[config.mk]
export PLATFORM = sky130hd
export DESIGN_NAME = fp_mul_pipe
export DESIGN_NICKNAME = d
export VERILOG_FILES = /design/src/rtl/fp_mul_pkg.sv /design/src/rtl/fp_mul_round.sv /design/src/rtl/fp_mul_pipe.sv
export SDC_FILE = /design/constraint.sdc
export NUM_CORES = 2
export LEC_CHECK = 0
export ABC_AREA = 1
export BUFFER_PORTS_ARGS = -buffer_cell sky130_fd_sc_hd__buf_2
export CAP_MARGIN = 20
export CORE_AREA = 2 2 249 251
export DETAILED_ROUTE_END_ITERATION = 12
export DIE_AREA = 0 0 251 253
export GPL_TIMING_DRIVEN = 0
export PLACE_DENSITY = 0.64
export SYNTH_ARGS = -nofsm -noshare
export SYNTH_HDL_FRONTEND = slang
export SYNTH_HIERARCHICAL = 1
export SYNTH_SLANG_ARGS = --single-unit
[constraint.sdc]
create_clock -name clk -period 10.6 [get_ports clk]
set_input_delay 3.18 -clock clk [delete_from_list [all_inputs] [get_ports clk]]
set_output_delay 3.18 -clock clk [all_outputs]
set_load 0.01 [all_outputs]
[src/rtl/fp_mul_pkg.sv]
// Shared types and helpers for the pipelined floating-point multiplier.
package fp_mul_pkg;

  // Operand class after unpacking; subnormals are folded into CLS_ZERO.
  typedef enum logic [1:0] {
    CLS_ZERO = 2'd0,
    CLS_NORM = 2'd1,
    CLS_INF  = 2'd2,
    CLS_NAN  = 2'd3
  } fp_cls_e;

  localparam int FLAG_W         = 4;
  localparam int FLAG_INVALID   = 3;
  localparam int FLAG_OVERFLOW  = 2;
  localparam int FLAG_UNDERFLOW = 1;
  localparam int FLAG_INEXACT   = 0;

  // Exponent bias for an exponent field of exp_w bits.
  function automatic int fp_bias(input int exp_w);
    return (1 << (exp_w - 1)) - 1;
  endfunction

  // Canonical quiet NaN {0, all-ones, 1, 0...}, right-aligned in 64 bits.
  function automatic logic [63:0] fp_qnan(input int exp_w, input int man_w);
    logic [63:0] exp_ones;
    exp_ones = (64'd1 << exp_w) - 64'd1;
    return (exp_ones << man_w) | (64'd1 << (man_w - 1));
  endfunction

  // Class from the three field predicates of one operand.
  function automatic fp_cls_e fp_classify(input logic exp_zero, input logic exp_ones,
                                          input logic frac_zero);
    fp_cls_e cls;
    cls = CLS_NORM;
    if (exp_zero)
      cls = CLS_ZERO;
    else if (exp_ones)
      cls = frac_zero ? CLS_INF : CLS_NAN;
    return cls;
  endfunction

endpackage

[src/rtl/fp_mul_round.sv]
// Final stage: normalise the raw product, round to nearest even, pack, and
// select special results. Purely combinational so it can be registered by
// whichever pipeline wraps it.
module fp_mul_round
  import fp_mul_pkg::*;
#(
  parameter int EXP_W = 8,
  parameter int MAN_W = 23
) (
  input  logic                      sign,
  input  fp_cls_e                   cls_a,
  input  fp_cls_e                   cls_b,
  input  logic signed [EXP_W+1:0]   exp_sum,
  input  logic [2*MAN_W+1:0]        prod,
  output logic [EXP_W+MAN_W:0]      result,
  output logic [FLAG_W-1:0]         flags
);

  localparam int W  = 1 + EXP_W + MAN_W;
  localparam int SE = EXP_W + 2;
  localparam int PW = 2 * MAN_W + 2;
  localparam logic signed [SE-1:0] EXP_MAX   = SE'((1 << EXP_W) - 1);
  localparam logic [63:0]          QNAN_FULL = fp_qnan(EXP_W, MAN_W);

  logic [PW-1:0]          prod_n;
  logic [MAN_W:0]         man_keep;
  logic                   guard, rnd, sticky, inc;
  logic [MAN_W+1:0]       man_rnd;
  logic [MAN_W-1:0]       frac_out;
  logic signed [SE-1:0]   exp_n, exp_r;
  logic                   any_nan, any_inf, any_zero;

  // Normalise so the leading one sits in the MSB, then round to nearest even.
  // A product below 2.0 is shifted left instead of the wide one shifted right;
  // both leave the same kept/guard/round/sticky split.
  always_comb begin
    prod_n = prod;
    exp_n  = exp_sum;
    if (prod[PW-1])
      exp_n = exp_sum + SE'(1);
    else
      prod_n = prod << 1;

    man_keep = prod_n[PW-1 -: MAN_W+1];
    guard    = prod_n[MAN_W];
    rnd      = prod_n[MAN_W-1];
    sticky   = |prod_n[MAN_W-2:0];
    inc      = guard & (rnd | sticky | man_keep[0]);
    man_rnd  = {1'b0, man_keep} + {{(MAN_W+1){1'b0}}, inc};

    frac_out = man_rnd[MAN_W-1:0];
    exp_r    = exp_n;
    if (man_rnd[MAN_W+1]) begin
      frac_out = '0;
      exp_r    = exp_n + SE'(1);
    end
  end

  // Special-case select, highest priority first; range checks use the
  // post-rounding exponent.
  always_comb begin
    any_nan  = (cls_a == CLS_NAN)  | (cls_b == CLS_NAN);
    any_inf  = (cls_a == CLS_INF)  | (cls_b == CLS_INF);
    any_zero = (cls_a == CLS_ZERO) | (cls_b == CLS_ZERO);
    result   = '0;
    flags    = '0;
    if (any_nan | (any_inf & any_zero)) begin
      result               = QNAN_FULL[W-1:0];
      flags[FLAG_INVALID]  = 1'b1;
    end else if (any_inf) begin
      result = {sign, {EXP_W{1'b1}}, {MAN_W{1'b0}}};
    end else if (any_zero) begin
      result = {sign, {(W-1){1'b0}}};
    end else if (exp_r >= EXP_MAX) begin
      result               = {sign, {EXP_W{1'b1}}, {MAN_W{1'b0}}};
      flags[FLAG_OVERFLOW] = 1'b1;
      flags[FLAG_INEXACT]  = 1'b1;
    end else if (exp_r <= SE'(0)) begin
      result                = {sign, {(W-1){1'b0}}};
      flags[FLAG_UNDERFLOW] = 1'b1;
      flags[FLAG_INEXACT]   = 1'b1;
    end else begin
      result              = {sign, exp_r[EXP_W-1:0], frac_out};
      flags[FLAG_INEXACT] = guard | rnd | sticky;
    end
  end

endmodule

[src/rtl/fp_mul_pipe.sv]
// Three-stage floating-point multiplier with a global stall: unpack/classify,
// mantissa multiply, then normalise/round/pack into the output register.
module fp_mul_pipe
  import fp_mul_pkg::*;
#(
  parameter int EXP_W = 8,
  parameter int MAN_W = 23,
  parameter int TAG_W = 4
) (
  input  logic                   clk,
  input  logic                   rst_n,
  input  logic                   in_valid,
  output logic                   in_ready,
  input  logic [EXP_W+MAN_W:0]   in_a,
  input  logic [EXP_W+MAN_W:0]   in_b,
  input  logic [TAG_W-1:0]       in_tag,
  output logic                   out_valid,
  input  logic                   out_ready,
  output logic [EXP_W+MAN_W:0]   out_result,
  output logic [TAG_W-1:0]       out_tag,
  output logic [FLAG_W-1:0]      out_flags
);

  localparam int W  = 1 + EXP_W + MAN_W;
  localparam int SE = EXP_W + 2;
  localparam int PW = 2 * MAN_W + 2;
  localparam logic signed [SE-1:0] BIAS = SE'(fp_bias(EXP_W));

  logic                  adv;
  logic [EXP_W-1:0]      exp_a, exp_b;
  logic [MAN_W-1:0]      frac_a, frac_b;
  fp_cls_e               cls_a_c, cls_b_c;
  logic signed [SE-1:0]  exp_sum_c;

  logic                  s1_valid, s1_sign;
  fp_cls_e               s1_cls_a, s1_cls_b;
  logic signed [SE-1:0]  s1_exp;
  logic [MAN_W:0]        s1_man_a, s1_man_b;
  logic [TAG_W-1:0]      s1_tag;

  logic                  s2_valid, s2_sign;
  fp_cls_e               s2_cls_a, s2_cls_b;
  logic signed [SE-1:0]  s2_exp;
  logic [PW-1:0]         s2_prod;
  logic [TAG_W-1:0]      s2_tag;

  logic [W-1:0]          rnd_result;
  logic [FLAG_W-1:0]     rnd_flags;

  assign adv      = out_ready | ~out_valid;
  assign in_ready = adv;

  assign exp_a  = in_a[W-2 -: EXP_W];
  assign exp_b  = in_b[W-2 -: EXP_W];
  assign frac_a = in_a[MAN_W-1:0];
  assign frac_b = in_b[MAN_W-1:0];

  // S1 combinational: classify operands and form the biased exponent sum.
  always_comb begin
    cls_a_c   = fp_classify(exp_a == '0, &exp_a, frac_a == '0);
    cls_b_c   = fp_classify(exp_b == '0, &exp_b, frac_b == '0);
    exp_sum_c = $signed({2'b00, exp_a}) + $signed({2'b00, exp_b}) - BIAS;
  end

  // S1 register: unpacked operands.
  always_ff @(posedge clk or negedge rst_n) begin
    if (!rst_n) begin
      s1_valid <= 1'b0;
      s1_sign  <= 1'b0;
      s1_cls_a <= CLS_ZERO;
      s1_cls_b <= CLS_ZERO;
      s1_exp   <= '0;
      s1_man_a <= '0;
      s1_man_b <= '0;
      s1_tag   <= '0;
    end else if (adv) begin
      s1_valid <= in_valid;
      s1_sign  <= in_a[W-1] ^ in_b[W-1];
      s1_cls_a <= cls_a_c;
      s1_cls_b <= cls_b_c;
      s1_exp   <= exp_sum_c;
      s1_man_a <= {1'b1, frac_a};
      s1_man_b <= {1'b1, frac_b};
      s1_tag   <= in_tag;
    end
  end

  // S2 register: full-width mantissa product, classification carried along.
  always_ff @(posedge clk or negedge rst_n) begin
    if (!rst_n) begin
      s2_valid <= 1'b0;
      s2_sign  <= 1'b0;
      s2_cls_a <= CLS_ZERO;
      s2_cls_b <= CLS_ZERO;
      s2_exp   <= '0;
      s2_prod  <= '0;
      s2_tag   <= '0;
    end else if (adv) begin
      s2_valid <= s1_valid;
      s2_sign  <= s1_sign;
      s2_cls_a <= s1_cls_a;
      s2_cls_b <= s1_cls_b;
      s2_exp   <= s1_exp;
      s2_prod  <= PW'(s1_man_a) * PW'(s1_man_b);
      s2_tag   <= s1_tag;
    end
  end

  fp_mul_round #(
    .EXP_W (EXP_W),
    .MAN_W (MAN_W)
  ) u_round (
    .sign    (s2_sign),
    .cls_a   (s2_cls_a),
    .cls_b   (s2_cls_b),
    .exp_sum (s2_exp),
    .prod    (s2_prod),
    .result  (rnd_result),
    .flags   (rnd_flags)
  );

  // S3 / output register; data only reloads on a real result so bubbles
  // leave the last product visible but invalid.
  always_ff @(posedge clk or negedge rst_n) begin
    if (!rst_n) begin
      out_valid  <= 1'b0;
      out_result <= '0;
      out_tag    <= '0;
      out_flags  <= '0;
    end else if (adv) begin
      out_valid <= s2_valid;
      if (s2_valid) begin
        out_result <= rnd_result;
        out_tag    <= s2_tag;
        out_flags  <= rnd_flags;
      end
    end
  end

endmodule

**Word-level counts from Yosys, hierarchy flattened**

Index checks and enable logic that the tools add are counted.

- Logic and storage cells: 78
- Output and inout bits: 42
- Register bits: 177
- Input bits: 72

- Bitwise operators: 13
- Multiply operators: 1
- Multiplexer cells: 24
- Eq/ne operators: 4
- Add/subtract/negate cells: 5
- Reductions and logical operators: 10
- Magnitude comparators: 2

Operators by type and width:

| kind | number |
|---|---|
| $mux 31 | 4 |
| $mul 24x24->48 | 1 |
| $mux 48 | 1 |
| $logic_not 23->1 | 2 |
| $mux 32 | 1 |
| $add 24x1->25 | 1 |
| $mux 23 | 1 |
| $reduce_or 22->1 | 1 |
| $add 10x2->10 const B | 2 |
| $mux 10 | 2 |
| $logic_not 8->1 | 2 |
| $reduce_and 8->1 | 2 |
| $ge 10x9->1 const B | 1 |
| $le 10x1->1 const B | 1 |
| $sub 9x7->10 const B | 1 |
| $add 8x8->9 | 1 |
| $mux 3 | 3 |
| $or 1x1->1 | 9 |
| $eq 2x2->1 const B | 4 |
| $mux 1 | 8 |
| $mux 2 | 4 |
| $logic_not 2->1 | 2 |
| $and 1x1->1 | 2 |
| $reduce_and 2->1 | 1 |
| other kinds (2) | 2 |

**Logic depth before layout (Yosys ltp)**

- Depth after elaboration: 13
- Gate-level depth with buffers: 31
- Gate-level depth less buffers: 29

**Cells and area by module**

Netlist, hierarchy kept.

Modules (own cells, without submodules):

| module | instances | area an instance (µm²) | sequential area each (µm²) | cells each |
|---|---|---|---|---|
| fp_mul_pipe | 1 | 27,684.1 | 4,404.2 | 3,613 |
| fp_mul_round | 1 | 2,560.0 | 0.0 | 522 |

**Worst setup path before layout**

No wires, ideal clock.

- Path kind: input to output
- From: input out_ready
- To: output in_ready
- Arrival time: 3,879 ps
- Path buffers: 2
- Required time: 7,420 ps
- Stages on the path: 4
- Path slack: 3,541 ps
- Path through: nor2_2 inv_1 clkbuf_1 clkbuf_1

- Word-level cells in the longest chain between the ends: 1

Ends and longest elaborated chain:

| what | line | RTL |
|---|---|---|
| start, declared | fp_mul_pipe.sv:18 | `input logic out_ready,` |
| $or 1x1->1 | fp_mul_pipe.sv:50 | `assign adv = out_ready \| ~out_valid;` |
| end, declared | fp_mul_pipe.sv:13 | `output logic in_ready,` |

No other way between the ends.

**Worst setup path after layout**

Ends and elaborated chain as after synthesis.

==> impl_metrics.py <==
metrics = {
    "setup_path": {
        "r2r-end": "s2_prod[39]$_DFFE_PN0N_",
        "r2r_cells": 29,
        "path_cells": "buf_2 > nor2_2 > inv_1 > clkbuf_1 > clkbuf_1 > buf_2",
        "critPathTopFamily": "buffers and inverters",
        "critPathLaunchType": "primary input",
        "cp.required_ns": 7.42,
        "endpoint_kind": "output pin",
        "path_class": "primary input to output pin",
        "crit_path_top_delay_cell": "clkbuf_1",
        "arrival_ns": 4.76,
        "crit_fanout": 10,
        "rrSetupSlack_ns": 3.24,
        "cp.buffers_inverters": 5,
        "reg2reg_from": "s1_man_a[12]$_DFFE_PN0N_",
        "max_stage_delay_ns": 0.61,
    },
    "sta": {
        "hold_viol_final": 0,
        "setup_slack_ns": 2.664,
        "rsz0062_at_grt": "no",
        "tightestPinTransition_ns": 1.041,
        "final.setup.tns_ns": 0,
        "min_period_ns": 7.936,
        "clock.fmax_mhz": 126.0,
        "max_slew_margin_pct": 30.61,
        "finalCritPeriodShare_pct": 74.86,
        "finalClockSkew_ns": 0.02217,
        "report.final.slew_viol_count": 0,
        "hold_ws_ns": 0.4756,
        "finalSetupViolCount": 0,
    },
    "detailed_routing": {
        "wl_per_cell_um": 17.80,
        "drtIter0Drc": 2103,
        "wirelength_um": 90270,
        "drcViolationCount": 0,
        "drtPass1Iterations": 6,
        "vias": 25680,
        "drtAntennaViolNets": 0,
        "drt-vias-per-instance": 5.064,
    },
    "outcome": {
        "status": "completed",
    },
    "global_routing": {
        "grt.overflow.total": 0,
        "grt_max_degree": 120,
        "grt_pass1_vias": 25820,
        "grt_usage_pct": 29.80,
        "grt_pass1_wl_um": 143500,
        "antenna_found_initial": 0,
    },
    "die": {
        "start_util_pct": 49.56,
        "dieArea_sq_um": 63500,
        "rows": 91,
        "die_y_um": 253,
        "dieWidth_um": 251,
        "core_area_sq_um": 61030,
        "ioPinCount": 114,
    },
    "yosys": {
        "async_reset_ff_share_pct": 100.0,
        "synth_cell_type_count": 50,
        "synth_cells": 4135,
        "mappedNetlistArea_sq_um": 30240,
        "yosys_most_used_dff": "dfrtp_1",
        "yosysSeqAreaShare_pct": 14.56,
        "synth_top_cell_area_share_pct": 31.97,
        "synth_top_area_cell": "fa_1",
        "yosysWarnings": 6,
        "yosys-top-cells-area": "fa_1 32%, nand2_1 18%, dfrtp_1 15%",
        "synth_edf_count": 0,
        "ys_ff_latch": 176,
        "synthesis.nets": 4882,
        "synth_area_per_cell_sq_um": 7.314,
    },
    "hold_path": {
        "min_path_cells": 2,
        "holdCritStartpoint": "s1_exp[5]$_DFFE_PN0N_",
        "min_to": "s2_exp[5]$_DFFE_PN0N_",
        "timing.hold.worst.class": "flip-flop to flip-flop",
    },
    "clock_network": {
        "cts.clk_slew.worst_paths_ns": 0.09,
        "cts_resized": 0,
        "clock-sinks": 176,
        "cts_buffers": 17,
        "post_cts.repair.setup_buffers": 0,
        "insertion_delay_ns": 0.49,
        "cts_tree": "done",
        "postCtsHoldBufs": 0,
        "clockBufferDepth": 2,
        "htreeDepth": 4,
        "clockRootBuffer": "clkbuf_16",
    },
    "place": {
        "dpl.hpwl_um": 76160,
        "dpl.cell_count": 5039,
        "dp_slack_ns": 2.652,
        "place_congestion": 1.002,
        "io_buffers": 113,
    },
    "finish": {
        "diodes": 0,
        "layout-drive-gt1-share_pct": 6.611,
        "nNetsFinal": 5015,
        "area_delta_synth_final_pct": 7.360,
        "stdcell_count": 5071,
    },
    "flow_run": {
        "maxCapViolations": 0,
    },
}
[per-layer routing]
layer	wire [um]	vias up	global-route usage (%)	share of wire [%]
li1	-	12040	-	-
met1	38290	12490	40.32	42
met2	40720	960	47.94	45
met3	7489	194	4.770	8.3
met4	3767	0	12.14	4.2
met5	0	-	0	0
[cells by family (layout without fill, tap and decap cells)]
| logic type | count (synthesis) | in the layout | share of synthesized area [%] |
|---|---|---|---|
| compound gates | 118 | 118 | 2.089 |
| mux | 40 | 40 | 1.485 |
| xor+xnor | 46 | 46 | 1.357 |
| buf+inv | 1286 | 1432 | 16.26 |
| simple gates | 1794 | 1794 | 24.33 |
| flops | 176 | 176 | 14.56 |
| fa+ha+maj | 675 | 675 | 39.91 |
[state kept, by name, summed over array words and instances (netlist names), 2 cells and up]
signal and cells:
s2_cls_b 2, s1_cls_b 2, out_result 32, s1_man_b 23
out_tag 4, s1_exp 10, s2_tag 4, s1_tag 4
s2_prod 48, s2_cls_a 2, out_flags 4, s1_man_a 24
s1_cls_a 2, s2_exp 10
[Yosys cell counts (all sizes together), types with 11 or more instances]
master / n
nand2: 1442
inv: 1100
fa: 483
ha: 192
dfrtp: 176
nor2: 167
clkbuf: 162
nand3: 113
o21ai: 63
a21oi: 41
mux2: 39
buf: 23
xnor2: 23
xor2: 23
nand4: 20
nor4: 20
nor3: 15
or2: 11
[worst max-delay path by stage]
| stage | cells after the start | endpoint | from | slack (ns) |
|---|---|---|---|---|
| 3_5_place_dp | 6 | in_ready | out_ready | 2.65 |
| 4_1_cts | 6 | in_ready | out_ready | 2.65 |
| 2_1_floorplan | 4 | in_ready | out_ready | 3.54 |
| 3_3_place_gp | 6 | in_ready | out_ready | 2.69 |
| 6_report | 6 | in_ready | out_ready | 2.66 |
| 5_1_grt | 6 | in_ready | out_ready | 2.55 |
[metrics by stage]
stage	util [%]	instance area (sq um)
2_1_floorplan	-	30240
3_3_place_gp	52.10	31800
3_5_place_dp	52.16	31840
4_1_cts	53.20	32470
5_1_grt	53.20	32470
6_report	53.20	32470
[layout make-up]
| class | instances | area [sq um] |
|---|---|---|
| plain buffers | 185 | 782.0 |
| clock buffers | 17 | 425.4 |
| repair buffers | 114 | 603.1 |
| inverters | 1101 | 4135 |
| well taps | 790 | 988.4 |
| clock inverters | 15 | 209.0 |
| flip-flops and latches | 176 | 4404 |
| fillers | 6045 | 28560 |
| multi-input cells | 2673 | 20920 |
[layout by cell type (no fill, tap or decap), types with 5 or more instances in the layout]
master | Yosys | routed
clkbuf_16 | 0 | 17
nand3_1 | 100 | 100
nor4_1 | 20 | 20
nand2_2 | 13 | 13
ha_1 | 192 | 192
xor2_1 | 23 | 23
or2_2 | 6 | 6
nor3_1 | 15 | 15
inv_2 | 7 | 7
a21oi_1 | 41 | 41
nand3_2 | 12 | 12
o21ai_0 | 50 | 50
nand4_1 | 20 | 20
nor2_1 | 129 | 129
dfrtp_1 | 176 | 176
nor2_2 | 18 | 18
nor2_4 | 19 | 19
buf_1 | 7 | 7
nand2_1 | 1428 | 1428
buf_2 | 6 | 118
o21ai_1 | 10 | 10
mux2_2 | 37 | 37
clkbuf_1 | 162 | 162
xnor2_1 | 22 | 22
inv_1 | 1092 | 1092
clkinv_8 | 0 | 5
fa_1 | 483 | 483
[tightest hold or removal path: cells and delay by family (launching register included)]
family	cells	cell delay, ns
flip-flops	1	0.35
AND/OR/NAND/NOR	2	0.11
Power is left out: the tool's default activity adds up to more than one toggle a clock period on the data nets, which glitch-free logic cannot reach.
